File: src/rtl/melody_sequencer.sv
// Melody sequencer: steps through a programmable (note, duration) table and
// drives the sine generator note select with a restart pulse per entry.
module melody_sequencer #(
    parameter int AW       = 5,
    parameter int DUR_W    = 8,
    parameter int TICK_DIV = 1000,
    parameter int GAP_CYC  = 16
) (
    input  logic             clk_sine,
    input  logic             reset,
    input  logic             wr_en,
    input  logic [AW-1:0]    wr_addr,
    input  logic [3:0]       wr_note,
    input  logic [DUR_W-1:0] wr_dur,
    input  logic             start,
    input  logic             stop,
    input  logic             loop_en,
    output logic [3:0]       frequency,
    output logic             note_start,
    output logic             playing,
    output logic             done,
    output logic [AW-1:0]    cur_idx
);

    localparam int DEPTH = 2 ** AW;
    localparam int TW    = (TICK_DIV > 1) ? $clog2(TICK_DIV) : 1;
    localparam int GW    = (GAP_CYC > 1) ? $clog2(GAP_CYC) : 1;
    localparam logic [TW-1:0] TICK_LOAD = TW'(TICK_DIV - 1);
    localparam logic [GW-1:0] GAP_LOAD  = GW'((GAP_CYC > 0) ? GAP_CYC - 1 : 0);
    localparam logic [3:0]    NOTE_END  = 4'hF;

    typedef enum logic [1:0] {IDLE, FETCH, PLAY, GAP} state_t;

    state_t           state;
    logic [3:0]       tbl_note [DEPTH];
    logic [DUR_W-1:0] tbl_dur  [DEPTH];
    logic [TW-1:0]    tick;
    logic [DUR_W-1:0] beat;
    logic [GW-1:0]    gcnt;
    logic             wrapped;
    logic [3:0]       rd_note;
    logic [DUR_W-1:0] rd_dur;
    logic [AW:0]      idx_inc;

    // Table RAM is deliberately not reset; writes only land while idle.
    always_ff @(posedge clk_sine) begin
        if (wr_en && state == IDLE) begin
            tbl_note[wr_addr] <= wr_note;
            tbl_dur[wr_addr]  <= wr_dur;
        end
    end

    assign rd_note = tbl_note[cur_idx];
    assign rd_dur  = tbl_dur[cur_idx];
    assign idx_inc = {1'b0, cur_idx} + 1'b1;

    always_ff @(posedge clk_sine) begin
        if (reset) begin
            state      <= IDLE;
            frequency  <= '0;
            note_start <= 1'b0;
            playing    <= 1'b0;
            done       <= 1'b0;
            cur_idx    <= '0;
            tick       <= '0;
            beat       <= '0;
            gcnt       <= '0;
            wrapped    <= 1'b0;
        end else begin
            note_start <= 1'b0;
            done       <= 1'b0;
            if (stop) begin
                state     <= IDLE;
                frequency <= '0;
                playing   <= 1'b0;
            end else begin
                case (state)
                    IDLE: begin
                        frequency <= '0;
                        if (start) begin
                            state   <= FETCH;
                            playing <= 1'b1;
                            cur_idx <= '0;
                            wrapped <= 1'b0;
                        end
                    end
                    FETCH: begin
                        // A wrap past the last entry counts as END; END at index 0 never loops.
                        if (rd_note == NOTE_END || wrapped) begin
                            if (loop_en && cur_idx != '0) begin
                                cur_idx <= '0;
                                wrapped <= 1'b0;
                            end else begin
                                state   <= IDLE;
                                playing <= 1'b0;
                                done    <= 1'b1;
                            end
                        end else if (rd_dur == '0) begin
                            cur_idx <= idx_inc[AW-1:0];
                            wrapped <= idx_inc[AW];
                        end else begin
                            state      <= PLAY;
                            frequency  <= rd_note[3] ? 4'd0 : rd_note;
                            note_start <= 1'b1;
                            beat       <= rd_dur;
                            tick       <= TICK_LOAD;
                        end
                    end
                    PLAY: begin
                        if (tick == '0) begin
                            if (beat == DUR_W'(1)) begin
                                frequency <= '0;
                                cur_idx   <= idx_inc[AW-1:0];
                                wrapped   <= idx_inc[AW];
                                if (GAP_CYC > 0) begin
                                    state <= GAP;
                                    gcnt  <= GAP_LOAD;
                                end else begin
                                    state <= FETCH;
                                end
                            end else begin
                                tick <= TICK_LOAD;
                                beat <= beat - 1'b1;
                            end
                        end else begin
                            tick <= tick - 1'b1;
                        end
                    end
                    GAP: begin
                        if (gcnt == '0) state <= FETCH;
                        else            gcnt  <= gcnt - 1'b1;
                    end
                    default: state <= IDLE;
                endcase
            end
        end
    end

endmodule

File: config.mk
export PLATFORM = sky130hd
export DESIGN_NAME = melody_sequencer
export DESIGN_NICKNAME = d
export VERILOG_FILES = /design/src/rtl/melody_sequencer.sv
export SDC_FILE = /design/constraint.sdc
export NUM_CORES = 1
export LEC_CHECK = 0
export CAP_MARGIN = 20
export CORE_ASPECT_RATIO = 0.7
export CORE_UTILIZATION = 40
export DETAILED_ROUTE_END_ITERATION = 12
export PLACE_DENSITY = 0.63
export SYNTH_ARGS = -nofsm -noshare
export SYNTH_HDL_FRONTEND = slang
export SYNTH_SLANG_ARGS = --single-unit
File: constraint.sdc
create_clock -name clk_sine -period 4.1 [get_ports clk_sine]
set_input_delay 1.025 -clock clk_sine [delete_from_list [all_inputs] [get_ports clk_sine]]
set_output_delay 1.025 -clock clk_sine [all_outputs]
set_load 0.05 [all_outputs]
### Word level (Yosys, flattened, before mapping)

Memory sizes are Yosys's and may differ from the RTL's. A register that Yosys moved wholly into a read port is not among the register bits.
Index checks and enable logic that the tools add are counted.

* $add $sub $neg: 4
* equal/unequal tests: 20
* muxes and demuxes: 54
* bitwise operators: 3
* reductions and logical operators: 22

Operators with widths (number)
* 5-bit two-way mux: 10
* 10-bit two-way mux: 4
* 8-bit two-way mux: 4
* 4-bit two-way mux: 7
* 2-bit inequality test (second input constant): 10
* 10-bit case mux with 2 select lines: 1
* 8-bit case mux with 2 select lines: 1
* 3-bit inequality test (second input constant): 5
* 5-bit case mux with 3 select lines: 1
* 5-bit AND reduction: 3
* 2-bit two-way mux: 7
* 1-bit two-way mux: 13
* 4-bit case mux with 3 select lines: 1
* 6-bit AND reduction: 2
* 10-bit zero test: 1
* 10-bit by 1-bit subtractor with 10-bit output (second input constant): 1
* 8-bit by 1-bit equality test with 1-bit output (second input constant): 1
* 8-bit zero test: 1
* 2-bit case mux with 4 select lines: 1
* 4-bit case mux with 2 select lines: 1
* 4-bit OR reduction: 2
* 8-bit by 1-bit subtractor with 8-bit output (second input constant): 1
* 7-bit AND reduction: 1
* 5-bit by 1-bit adder with 6-bit output (second input constant): 1
* other kinds (17): 23

* register bits after elaboration: 37
* RAM bits: 384
* word-level logic and storage cells: 115
* memories kept: 2

Memories
* tbl_dur: words 32, bits a word 8, rd ports 1, clocked after Yosys merged registers in 1, write ports 1, RTL line 36 `logic [DUR_W-1:0] tbl_dur [DEPTH];`
* tbl_note: words 32, bits a word 4, rd ports 1, clocked after Yosys merged registers in 1, write ports 1, RTL line 35 `logic [3:0] tbl_note [DEPTH];`

### Logic depth before layout (Yosys ltp)

Gate-level depths: netlist of run 1.

* word-level depth: 7
* mapped depth: 12
* mapped depth without buffers: 9

### Worst setup path before layout of run 1

No wires, ideal clock.

* kind: reg-to-reg
* start point: register (tool-made name)
* end point: register (tool-made name)
* library setup time: 0.070 ns
* arrival time: 3.321 ns
* setup slack: 0.709 ns
* cell stages (with the launch flop): 12
* cell sequence: dfxtp_1 buf_2 buf_2 buf_2 buf_1 mux4_2 mux4_2 mux2i_1 nor4_2 a211o_1 or4_1 a21oi_1

==> impl_metrics.toml, run 1 <==
[run_status]
outcome = "finished, final reports clean"

[sta]
drv_slew = 0
relSlewSlack_pct = 33.0
clock_skew_ns = 0.0194
tightestPinTransition_ns = 1.00
min_period_ns = 3.63
tns_ns = 0
fmax_ghz = 0.275
rsz0062_at_grt = "no"
timing.final.crit_share_pct = 88.6
hold_viol_final = 0
finalSetupViolations = 0

[clocking]
cts_setup_buffers = 0
cts.root.buffer_cell = "clkbuf_16"
cts_buffers = 39
cts_resized = 0
cts_sinks = 425
clock_path_buffers = 3
worstSkewPairLatency_ns = 0.55
postCtsHoldBufs = 0
clk_pin_slew_ns = 0.07
cts_tree = "built"
h-tree-depth = 2

[synth]
synth.distinct_cells = 57
synth-adder-area-share_pct = 0.801
synth_compound_area_share_pct = 4.43
synth_top_family_by_area = "multiplexers"
ys_seq_area_share_pct = 71.9
synthSimpleGateAreaFrac_pct = 4.40
syn_nets = 926
synth_xor_area_share_pct = 0
yosysWarnings = 0
synth.ff_latch_count = 425
avgSynthCellArea_sq_um = 19.3
synth_area_sq_mm = 0.0172
muxShareOfSynthArea_pct = 16.7
synth_edf_count = 384
synthArstFlopShare_pct = 0
ys.flop_type = "edfxtp_1"
syn-instance-count = 892

[finish]
syn_to_final_growth_pct = 16.3
fill_cells = 3501
drive_gt1_share_pct = 25.4
final_common_cell = "edfxtp_1"
diodes = 0
layout_common_cells = "edfxtp_1 (384), mux4_2 (120), nor2_1 (55)"
fin_area_sq_mm = 0.0200
fin_nets = 1022

[setup_path]
critPathLaunchType = "flop"
worstSetupEndpointType = "flop"
r2r_cells = 8
crit_path_end = "cur_idx[3]$_SDFFE_PP0P_"
critPathRequiredTime_ns = 4.51
worst_r2r_endpoint = "cur_idx[3]$_SDFFE_PP0P_"
crit_fanout = 38
cp.arrival_ns = 4.04
r2r_slack_ns = 0.47
critical_path_class = "flop to flop"

[job]
drv_cap = 0

[routing]
first_iter_violations = 1064
routedWlPerCell_um = 24.9
met2WireLength_mm = 17.1
remaining_drc_errors = 0
vias_per_cell = 5.86
top_layer = "met4"
drt_wl_total_mm = 39.0
wl_met3_mm = 3.22
via_count = 9193
wl_met1_mm = 18.3
ant_nets = 0
firstDrtPassIters = 5

[placement]
dp_hpwl_mm = 24.1
placed_area_sq_mm = 0.0185
portBuffers = 33
gp_congestion = 0.807

[power_and_ir_drop]
finalPower_mw = 8.69
vdd_drop_max_mv = 0.351
powerDensity_mw_per_mm2 = 435
p_leak_nw = 6.12

[floorplanning]
dieArea_sq_mm = 0.0438
ioPinCount = 35
rows = 63
start_util_pct = 40.6
core_area_sq_mm = 0.0423
die_w_um = 250
die_h_um = 175

[worst_hold_path]
hp-class = "flop to flop"
hold_start = "beat[5]$_SDFFE_PP0P_"

[global_routing]
grt_pass1_vias = 9089
grt_pass1_wl_mm = 59.0
grt_usage_pct = 18.2
grt_overflow_total = 0
antenna_found_initial = 1
grt_max_degree = 50
Yosys cell counts, drive strengths merged, types with 9 or more instances:
library cell / number / share of area, %
buf: 22 / 0.79
mux4: 120 / 16
dfxtp: 41 / 4.8
ha: 11 / 0.80
edfxtp: 384 / 67
a211oi: 12 / 0.52
clkbuf: 25 / 0.55
nand2: 31 / 0.68
inv: 21 / 0.46
o21ai: 9 / 0.26
nor2: 56 / 1.2
nand3: 15 / 0.44
a21oi: 15 / 0.44
mux2i: 15 / 0.87
o32ai: 12 / 0.61
flip-flops by register name, indices dropped and copies added, names as in the netlist, named ones only:
register	count
beat	8
tbl_dur	256
cur_idx	5
wrapped	1
tbl_note	128
playing	1
done	1
tick	10
state	2
note_start	1
frequency	3
gcnt	4
critical path: stages, from the launching register on:
cell and delay [ns]:
dfxtp_4 0.39, buf_12 0.30, mux4_2 0.56, mux4_2 0.51, mux2i_1 0.29, o41ai_1 0.22
a211oi_1 0.72, or3_1 0.34, o32ai_1 0.12
where the power goes:
group          total (mW)  internal [mW]  switching (mW)  leakage (nW)
combinational       0.287          0.105           0.182          1.71
clock                3.63           2.03            1.60         0.616
sequential           4.77           4.75          0.0173          3.79
worst min path at each step:
stage / to / depth (start not counted)
global route: gcnt[3]$_SDFFE_PP0P_ / 1
floorplan: beat[5]$_SDFFE_PP0P_ / 2
global placement: beat[6]$_SDFFE_PP0P_ / 2
detailed placement: frequency[1]$_SDFFE_PP0P_ / 2
CTS: beat[6]$_SDFFE_PP0P_ / 2
finish: beat[5]$_SDFFE_PP0P_ / 2
metrics by stage:
stage,hold slack (ns),utilization (%),instances,setup WS [ns]
4_1_cts,0.474,46.7,1560,0.423
2_1_floorplan,0.442,-,892,0.709
3_3_place_gp,0.456,43.8,1490,0.479
5_1_grt,0.490,47.2,1569,0.250
6_report,0.470,47.2,1569,0.467
3_5_place_dp,0.460,43.8,1490,0.450
kinds of logic after synthesis:
| logic type | after synthesis |
|---|---|
| flops | 425 |
| simple gates | 153 |
| mux | 136 |
| compound gates | 98 |
| buf+inv | 68 |
| fa+ha+maj | 11 |
| other cells | 1 |
area by class of cell:
class / count / area [sq um] / area share, %
sequential: 425 / 12400 / 61.9
multi-input combinational: 399 / 4520 / 22.6
clock buffer: 51 / 1090 / 5.48
timing repair buffer: 102 / 1070 / 5.36
tap: 552 / 691 / 3.46
clock inverter: 19 / 166 / 0.833
inverter: 21 / 78.8 / 0.394
metal layers:
layer	vias to the layer above	track usage, %
li1	3893	-
met1	4856	29.0
met2	403	26.3
met3	41	2.99
met4	0	3.29
met5	-	0
Power figures use the tool's default switching activity.
==> run 2: changes to the inputs <==
--- a/config.mk
+++ b/config.mk
@@ -7,6 +7,7 @@
 export LEC_CHECK = 0
 export CAP_MARGIN = 20
 export CORE_ASPECT_RATIO = 0.7
+export CORE_MARGIN = 5
 export CORE_UTILIZATION = 40
 export DETAILED_ROUTE_END_ITERATION = 12
 export PLACE_DENSITY = 0.63
==> run 2 against run 1 <==
  * Maximum frequency shrank 0.94%
  * First-iteration DRC count grew 5.3%
  * Non-clock buffer count up 3
  * Via count decreased by 1.7%
  * Worst setup slack got worse by 0.034 ns
  * Combinational power is 3% lower
  * Global-route usage shrank 1.7 points
  * Clock-buffer cell count is 1 higher
  * Worst hold slack worse by 0.0028 ns
  * Largest power group unchanged
==> impl_metrics.toml, run 2 (synthesis results as in run 1) <==
[floorplanning]
ioPinCount = 35
dieArea_sq_mm = 0.0473
die_h_um = 183
core_area_sq_mm = 0.0424
start_util_pct = 40.5
rows = 63
die_w_um = 258

[clocking]
h-tree-depth = 2
cts_setup_buffers = 0
worstSkewPairLatency_ns = 0.55
cts_buffers = 41
clock_path_buffers = 3
cts.root.buffer_cell = "clkbuf_16"
cts_tree = "built"
cts_resized = 0
cts_sinks = 425
clk_pin_slew_ns = 0.06
postCtsHoldBufs = 0

[routing]
via_count = 9040
drt_wl_total_mm = 39.2
firstDrtPassIters = 5
vias_per_cell = 5.73
remaining_drc_errors = 0
first_iter_violations = 1120
routedWlPerCell_um = 24.9
ant_nets = 0

[placement]
dp_slack_ns = 0.490
dp_hpwl_mm = 24.5
dp.cells = 1496
portBuffers = 33
gp_congestion = 0.803

[setup_path]
crit_slowest_cell = "mux4_2"
critPathRequiredTime_ns = 4.55
critPathMostFrequentCell = "mux4_2"
critical_path_class = "flop to flop"
crit_fanout = 24
critical_path.top_delay_family = "multiplexers"
critPathLaunchType = "flop"
slowest_delay_ns = 0.55
cp_cell_sequence = "buf_12, mux4_2, mux4_2, mux2i_1, and4_1, a211oi_1, or4_1, a21oi_1"
cp.arrival_ns = 4.12
worstSetupEndpointType = "flop"
path_buf_inv = 1

[finish]
fill_cells = 3578
reg_top3 = "tbl_dur: 256 flops, tbl_note: 128 flops, tick: 10 flops"
final_common_cell = "edfxtp_1"
stdcell_count = 1577
largest_register = "tbl_dur"
largest_register_ffs = 256
layout_common_cells = "edfxtp_1 (384), mux4_2 (120), buf_4 (61)"
syn_to_final_growth_pct = 16.1
diodes = 0
fin_nets = 1027
drive_gt1_share_pct = 25.4

[power_and_ir_drop]
pwr-share-comb_pct = 3.2
pwr-share-seq_pct = 55.0
finalPower_mw = 8.68
powerDensity_mw_per_mm2 = 435
cellInternalPower_mw = 6.90
clockPowerShare_pct = 41.8
p_switching_mw = 1.77
switching_share_pct = 20.4
vdd_drop_max_mv = 0.265
p_leak_nw = 6.11

[sta]
setup_slack_ns = 0.433
tightestPinTransition_ns = 1.11
relSlewSlack_pct = 26.0
tns_ns = 0
rsz0062_at_grt = "no"
finalSetupViolations = 0
min_period_ns = 3.67
fmax_ghz = 0.273
hold_viol_final = 0
drv_slew = 0
timing.final.crit_share_pct = 89.4
clock_skew_ns = 0.0193

[global_routing]
grt_usage_pct = 16.5
antenna_found_initial = 0
grt_pass1_wl_mm = 58.8
grt_pass1_vias = 8937
grt_overflow_total = 0
grt_max_degree = 57

[run_status]
outcome = "finished, final reports clean"

[job]
drv_cap = 0

[worst_hold_path]
hp-class = "flop to flop"
## run 2: changes by cell type in the layout (fill, tap and decap cells not counted), sizes merged
| cell | change |
|---|---|
| buf | +5 |
| clkbuf | -1 |
| clkinv | +3 |
| clkinvlp | +1 |
## run 2: path summary, 6_finish.rpt
| path | cells after the start | to | slack, ns | from |
|---|---|---|---|---|
| worst max register to register | 8 | flop | 0.43 | flop |
| worst max-delay path | 8 | flop | 0.43 | flop |
| worst min register to register | 2 | frequency[2]$_SDFFE_PP0P_ | 0.47 | frequency[2]$_SDFFE_PP0P_ |
| worst min-delay path | 2 | frequency[2]$_SDFFE_PP0P_ | 0.47 | frequency[2]$_SDFFE_PP0P_ |
## run 2: layout make-up
| type | count | area, sq um | share of cell area (%) |
|---|---|---|---|
| multi-input cells | 399 | 4520 | 22.7 |
| clock buffers | 52 | 1110 | 5.56 |
| flip-flops and latches | 425 | 12400 | 61.9 |
| clock inverters | 23 | 169 | 0.846 |
| inverters | 21 | 78.8 | 0.395 |
| repair buffers | 105 | 1030 | 5.14 |
| well taps | 552 | 691 | 3.46 |
## run 2: per-layer routing
| layer | vias to the layer above | wire length (um) | global-route usage [%] |
|---|---|---|---|
| met5 | - | 0 | 0 |
| met4 | 0 | 510 | 2.92 |
| met3 | 49 | 2760 | 2.84 |
| met2 | 315 | 17500 | 24.4 |
| met1 | 4769 | 18500 | 26.3 |
| li1 | 3907 | - | - |
## run 2: stage by stage
step           hold slack, ns  util (%)  instance area (sq um)
2_1_floorplan           0.442         -                  17200
3_3_place_gp            0.458      43.7                  18500
3_5_place_dp            0.459      43.7                  18500
4_1_cts                 0.468      46.7                  19800
5_1_grt                 0.488      47.1                  20000
6_report                0.467      47.1                  20000
## run 2: power groups by stage
stage / Sequential [mW] / Combinational (mW) / Clock, mW
after global routing: 4.77 / 0.300 / 3.91
after CTS: 4.77 / 0.261 / 3.72
final: 4.77 / 0.277 / 3.63
after floorplan: 4.86 / 0.126 / 0
after detailed placement: 4.87 / 0.261 / 0
after global placement: 4.87 / 0.255 / 0
## run 2: worst reg2reg max path, stage by stage, from the launching register on
cell,delay (ns)
dfxtp_4,0.40
buf_12,0.23
mux4_2,0.58
mux4_2,0.53
mux2i_1,0.44
and4_1,0.46
a211oi_1,0.24
or4_1,0.55
a21oi_1,0.16
==> patch (settings of run 2) <==
Make the reset (`reset`) asynchronous in one clocked block.
--- a/src/rtl/melody_sequencer.sv
+++ b/src/rtl/melody_sequencer.sv
@@ -55,5 +55,5 @@
     assign idx_inc = {1'b0, cur_idx} + 1'b1;
 
-    always_ff @(posedge clk_sine) begin
+    always_ff @(posedge clk_sine or posedge reset) begin
         if (reset) begin
             state      <= IDLE;
Function: differs if reset is asserted again (counterexample within 4 cycles, from zero or initial values and one cycle with reset high); with reset held inactive, the same outputs for 4 cycles.
==> patch against run 2 <==
Wire length up 6.4%; final area up 0.31%; synthesized area up 0.86%; setup slack worse by 0.20 ns; critical path type unchanged; sequential cell count down 5; first-iteration DRC count up 3.7%; via count up 4.5%; sequential share of layout area up 0.19 points.
Power is not compared: it rests on default switching activity, and its combinational part moved more than twofold at a synthesized area within 25%.
==> patch: results (changes against run 2) <==
Cells and area
  • Fill cells: 3584 (was 3578)
  • Final #Nets: 1102 (was 1027)
  • Share of post-route cells with drive strength above 1: 21.1% (was 25.4%)

Critical path
  • R2r worst-path depth: 11 (was 8)
  • Largest delay share family, worst path: compound AO/OA/AOI/OAI gates (was multiplexers)
  • Crit Path Max Fanout: 17 (was 24)
  • Slowest CP cell: dfrtp_4 (was mux4_2)

Logic synthesis
  • Cell variety after synth: 67 (was 57)
  • Post-synthesis sequential area ratio: 71.7% (was 71.9%)
  • Most instantiated cells after synthesis: edfxtp_1, nor2_1, mux4_2 (was edfxtp_1, mux4_2, nor2_1)
  • Syn_nets: 990 (was 926)
  • Dominant cells by area after synthesis: edfxtp_1, mux4_2, dfrtp_1 (was edfxtp_1, mux4_2, dfxtp_1)
  • Asr flop ratio synth: 8.57% (was 0%)

Timing
  • Max-slew headroom: 33.1% (was 26.0%)
  • Clk_skew: 0.0137 ns (was 0.0193 ns)
  • Post-route setup slack: 0.233 ns (was 0.433 ns)

CTS
  • Clk slew on worst S/H paths: 0.06 ns (about the same)
  • Num CTS Buffers: 40 (was 41)

GRT
  • Global-route wire length before repair: 61400 um (was 58800 um)
  • Vias in the first global route: 9165 (was 8937)
  • Antenna violations before repair: 1 (was 0)
  • Largest net degree at the start of global routing: 37 (was 57)
  • GR Util All Layers: 17.4% (was 16.5%)

Detailed routing
  • Vias post-DR: 9449 (was 9040)
  • 1st-iter DRT viols: 1161 (was 1120)
  • DR WL/cell: 25.3 um (was 24.9 um)

Worst hold path
  • Hold path endpoint: tick[8] (was frequency[2])
  • Hold Path Cell Cnt: 1 (was 2)
  • Hold Startpoint: tick[8] (was frequency[2])

Placed design
  • IO buf count: 33 (unchanged)
  • Setup WS pre-CTS: 0.236 ns (was 0.490 ns)
  • Gpl congestion: 0.830 (was 0.803)
  • Hpwl dp: 27200 um (was 24500 um)

Run status
  • Status: complete, no violations (unchanged)

Power and ir drop
  • Power Combinational: roughly 1.6 mW
==> patch: cell count changes in the layout (fill, tap and decap cells not counted), sizes merged, moves of 19 or more <==
cell   delta
a22oi    +19
mux4     -48
dfrtp    +36
dfxtp    -41
mux2i    +20
==> patch: worst register-to-register path, cell delays in order (launching register included) <==
cell and delay (ns):
dfrtp_4 0.54, buf_12 0.19, buf_4 0.22, buf_4 0.32, mux2_2 0.39, a221oi_1 0.34
nand3_1 0.20, a22oi_1 0.28, and4_1 0.28, or3b_1 0.35, o221ai_1 0.29, mux2_2 0.37
==> patch: layer usage <==
layer	track usage [%]	vias to the layer above	routed length [um]
met5	0	-	0
met4	3.29	0	518
met2	24.9	376	18000
met1	27.3	4895	19700
met3	4.37	47	3480
li1	-	4131	-
==> patch: cell type report <==
cell class              count  area, um2  area share, %
clock buffers              45       1060           5.31
clock inverters            24        226           1.13
inverters                  17       63.8          0.319
multi-input cells         466       4440           22.2
flip-flops and latches    420      12400           62.1
well taps                 552        691           3.45
repair buffers            122       1100           5.50
==> patch: cells by family (layout without fill, tap and decap cells) <==
family,after synthesis,count (layout),share of synthesized area [%]
flops,420,420,71.7
simple gates,182,182,5.22
compound gates,145,145,6.30
mux,126,126,13.2
buf+inv,69,208,2.69
fa+ha+maj,12,12,0.866
other cells,1,1,0.0216
==> patch: through the flow <==
| step | instances | hold WS (ns) | area [um2] | power (mW) | utilization (%) |
|---|---|---|---|---|---|
| after CTS | 1644 | 0.487 | 20000 | 10.2 | 46.9 |
| after detailed placement | 1575 | 0.478 | 18700 | 6.57 | 43.9 |
| final | 1646 | 0.485 | 20000 | 10.2 | 47.0 |
| after floorplan | 955 | 0.452 | 17300 | 6.08 | - |
| after global placement | 1575 | 0.475 | 18700 | 6.55 | 43.9 |
| after global routing | 1646 | 0.519 | 20000 | 10.6 | 47.0 |
